===== config.mk =====
export PLATFORM = sky130hd
export DESIGN_NAME = word_narrower_32to16
export DESIGN_NICKNAME = d
export VERILOG_FILES = /design/src/rtl/word_narrower_32to16.sv
export SDC_FILE = /design/constraint.sdc
export NUM_CORES = 1
export LEC_CHECK = 0
export BUFFER_PORTS_ARGS = -buffer_cell sky130_fd_sc_hd__buf_2
export CAP_MARGIN = 20
export CORE_MARGIN = 2
export CORE_UTILIZATION = 36
export CTS_BUF_LIST = sky130_fd_sc_hd__clkbuf_4 sky130_fd_sc_hd__clkbuf_8
export CTS_CLUSTER_DIAMETER = 30
export DETAILED_ROUTE_END_ITERATION = 16
export GPL_ROUTABILITY_DRIVEN = 0
export PLACE_DENSITY_LB_ADDON = 0.3
export SETUP_SLACK_MARGIN = 0.2
export SLEW_MARGIN = 20
export SYNTH_ARGS = -nofsm -noshare
export SYNTH_HDL_FRONTEND = slang
export SYNTH_SLANG_ARGS = --single-unit

===== constraint.sdc =====
create_clock -name clk -period 1.8 [get_ports clk]
set_clock_uncertainty 0.1 [all_clocks]
set_input_delay 0.36 -clock clk [delete_from_list [all_inputs] [get_ports clk]]
set_output_delay 0.36 -clock clk [all_outputs]
set_load 0.005 [all_outputs]

===== src/rtl/word_narrower_32to16.sv =====
// word_narrower_32to16
//   Splits a 32-bit word into 16-bit half-word beats on a valid/ready
//   stream, low half first. When COMPRESS_EN is set, a word that is the
//   sign extension of its low half goes out as a single beat. The
//   receiver rebuilds it with a 16->32 sign extender.
//
// Ports
//   clk        in   1   clock, rising edge
//   rst        in   1   asynchronous, active-high reset
//   in_valid   in   1   in_word is valid
//   in_ready   out  1   block accepts in_word this cycle
//   in_word    in   32  word to narrow
//   out_valid  out  1   out_half is valid
//   out_ready  in   1   downstream accepts out_half this cycle
//   out_half   out  16  current half-word beat
//   out_first  out  1   beat carries bits[15:0]
//   out_last   out  1   final beat of the current word
//   out_fits   out  1   current word is sign-extendable from 16 bits
module word_narrower_32to16 #(
  parameter bit COMPRESS_EN = 1'b1
) (
  input  logic        clk,
  input  logic        rst,
  input  logic        in_valid,
  output logic        in_ready,
  input  logic [31:0] in_word,
  output logic        out_valid,
  input  logic        out_ready,
  output logic [15:0] out_half,
  output logic        out_first,
  output logic        out_last,
  output logic        out_fits
);

  typedef enum logic [1:0] {IDLE, LOW, HIGH} state_t;

  state_t      state;
  logic [31:0] word_p0;
  logic        out_fire;
  logic        last_fire;
  logic        accept;

  // True when the upper half is nothing but copies of bit 15.
  function automatic logic sign_fits(input logic [31:0] w);
    return w[31:16] == {16{w[15]}};
  endfunction

  assign out_fire  = out_valid & out_ready;
  assign last_fire = out_fire & out_last;
  // A new word may enter in the same cycle the previous word's final
  // beat leaves, which gives one word per cycle for compressible data.
  assign in_ready  = !rst && ((state == IDLE) || last_fire);
  assign accept    = in_valid & in_ready;

  // Stage p0: captured word (data only, no reset needed)
  always_ff @(posedge clk) begin
    if (accept) begin
      word_p0 <= in_word;
    end
  end

  // Output beat register and state
  always_ff @(posedge clk or posedge rst) begin
    if (rst) begin
      state     <= IDLE;
      out_valid <= 1'b0;
      out_half  <= '0;
      out_first <= 1'b0;
      out_last  <= 1'b0;
      out_fits  <= 1'b0;
    end else if (accept) begin
      state     <= LOW;
      out_valid <= 1'b1;
      out_half  <= in_word[15:0];
      out_first <= 1'b1;
      out_fits  <= sign_fits(in_word);
      out_last  <= sign_fits(in_word) & COMPRESS_EN;
    end else if (out_fire && !out_last) begin
      state     <= HIGH;
      out_half  <= word_p0[31:16];
      out_first <= 1'b0;
      out_last  <= 1'b1;
    end else if (last_fire) begin
      // Final beat gone and nothing new: payload fields hold their values.
      state     <= IDLE;
      out_valid <= 1'b0;
    end
  end

endmodule


==> results.md <==
* Final setup viols at 0
* Setup WS post-layout at 0.191 ns
* Worst Path Arrival at 1.15 ns
* Clock Path Buffers at 2
* Synth top area cells: dfrtp_1 (34%), edfxtp_1 (30%), mux2i_1 (9.9%)
* Setup TNS at 0 ns
* Die height at 71.0 um
* Sequential share of power at 0.487
* Most frequent cell after synthesis: nand2_1
* DR vias/cell at 4.95
* I/O pins at 57
* Pin count of the biggest net entering global routing at 27
* Final Hold Viols at 0
* Starting density of the core at 0.372
* Max Cap Viol at 0
* Synthesized cell area at 1620 um2
* Synth Warn # at 0
* Worst min path class: primary input to async pin
* DRT iter0 DRCs at 61
* Worst-Skew Late Latency at 0.28 ns
* Status: finished, final reports clean
* Comb power frac at 0.314
* Residual DRC at 0
* Critical path startpoint category: register
* Worst Setup SP: out_last$_DFFE_PP0P_
* Worst path required time at 1.34 ns
* Net Sw Power at 0.843 mW
* Final Non-Filler Cells at 245
* Seq/Total Area, Yosys at 0.637
* Die W at 71.0 um
* Row count at 24
* Pre-CTS setup slack at 0.156 ns
* CTS Buf Count at 5
* Fraction of layout cells with a size suffix above 1 at 0.404
* Clock Power Share at 0.198
* Gr usage total at 0.147
* Unrepaired setup endpoints after global routing: yes
* #FFs+latches synth at 38
* Vias in the first global route at 1209
* CP Class: register to output port
* GRT overflow at 0
* # diodes at 0
* Nature of the critical path endpoint: output port
* Port Buffers at 56
* Initial antenna violation count at 0
* Reg2reg end: out_half[6]$_DFFE_PP0P_
* Avg WL per Cell at 14.2 um
* Syn avg cell area at 12.7 um2
* Clock sink count at 38
* Synth unique cells at 24
* CTS root buf: clkbuf_8
* F_max at 0.621 GHz
* Worst relative slew slack at 0.802
* DR vias at 1212
* Detailed Route WL at 3480 um
* Reg clk slew, reported paths at 0.07 ns
* Mapped Cells at 127
* First-pass GRT wire length at 5620 um
* Dpl cells at 235
* R2R Setup Slk at 0.26 ns
* CTS tree: built
* Register-to-Register Path Depth at 5
* Core area at 4350 um2
* Post-synth top cells: nand2_1 (26), dfrtp_1 (22), edfxtp_1 (16), mux2i_1 (16), o21ai_0 (13)
* Sw Ratio at 0.310
* Post-synth top area share at 0.340
* H-tree depth at 2
* Worst VDD drop at 0.437 mV
* Hold_buf cts at 0
* Fin nets at 228
* Tmin final at 1.61 ns
* Area Overhead vs Synth at 28.8%
* Crit path max fanout at 4
* First-pass detailed-route iteration total at 4
* Fraction of registers with async set/reset at 0.579
* Die Area at 5050 um2
* DPL Wire Length at 2650 um
* Int Power at 1.88 mW
* Slew Viols, Final at 0
* Post-route ant nets at 0
* Post-synth EDFFs at 16
* Cell taking the most area after synthesis: dfrtp_1
* Pwr per Cell Area at 1310 nW/um2
* Reg2reg start: out_last$_DFFE_PP0P_
* Tcrit/Tclk final at 0.894
* Worst slew pin tran at 0.297 ns
* Synth Net Count at 163
* Ys flop type: dfrtp_1
* Leak at 1.00 nW
[cell usage in the layout, fill, tap and decap left out, types with 4 or more instances in the layout]
| cell | netlist | layout |
|---|---|---|
| clkbuf_8 | 0 | 5 |
| edfxtp_1 | 16 | 16 |
| dfrtp_1 | 22 | 22 |
| mux2i_1 | 16 | 16 |
| o21ai_0 | 13 | 13 |
| buf_2 | 2 | 56 |
| nand2_1 | 26 | 26 |
| buf_4 | 0 | 4 |
[worst max-delay path, cell delays in order, from the launching register on]
cell     delay, ns
dfrtp_1       0.41
and3_4        0.22
nor2_1        0.05
nor2_1        0.08
buf_2         0.11
[state kept, by name (all words and copies together) (netlist names)]
signal,count
word_p0,16
out_last,1
out_valid,1
out_first,1
state,2
out_half,16
out_fits,1
[cell families after synthesis]
| family | synth area share |
|---|---|
| simple gates | 0.149 |
| flops | 0.637 |
| compound gates | 0.0827 |
| mux | 0.0990 |
| buf+inv | 0.0317 |
[per-stage QoR]
step / power (mW) / cell area [um2] / utilization / hold WS [ns]
after floorplan: 1.78 / 1620 / - / 0.133
after global placement: 2.12 / 1990 / 0.456 / 0.363
after detailed placement: 2.18 / 1990 / 0.456 / 0.367
after CTS: 2.74 / 2070 / 0.476 / 0.0581
after global routing: 2.91 / 2080 / 0.479 / 0.0791
final: 2.72 / 2080 / 0.479 / 0.0561
[power groups by stage]
stage | logic, mW | clock network [mW] | registers (mW)
floorplan | 0.421 | 0 | 1.36
global placement | 0.789 | 0 | 1.33
detailed placement | 0.828 | 0 | 1.36
CTS | 0.852 | 0.562 | 1.33
global route | 0.953 | 0.599 | 1.36
finish | 0.856 | 0.540 | 1.33
[area by class of cell]
type,count,area (um2)
fillers,413,2270
flip-flops and latches,38,1030
multi-input cells,82,536
repair buffers,63,362
clock buffers,5,68.8
well taps,52,65.1
clock inverters,3,11.3
inverters,2,11.3
[layer usage]
metal	track usage	part of all wire	vias to the layer above	wire length, um
met3	0.0413	0.048	5	166
met5	0	0	-	0
met4	0.0629	0.019	0	65
met2	0.254	0.54	34	1890
met1	0.169	0.39	585	1360
li1	-	-	588	-
[timing repair]
| item | 4_1_cts | 5_1_grt |
|---|---|---|
| pin swaps | 0 | 0 |
| setup endpoints to repair | 2 | 16 |
| gates resized for setup | 0 | 1 |
| buffers inserted | 1 | 1 |
[worst max-delay path by stage]
stage                                    endpoint  cells past startpoint  slack [ns]
final                                    in_ready                      4        0.19
after global routing                     in_ready                      4        0.12
after CTS                                in_ready                      4        0.15
after detailed placement  out_half[6]$_DFFE_PP0P_                      6        0.16
after global placement       out_last$_DFFE_PP0P_                      5        0.17
after floorplan             word_p0[16]$_DFFE_PP_                      4        0.22
Note: power is estimated with default switching activity, not from simulation.
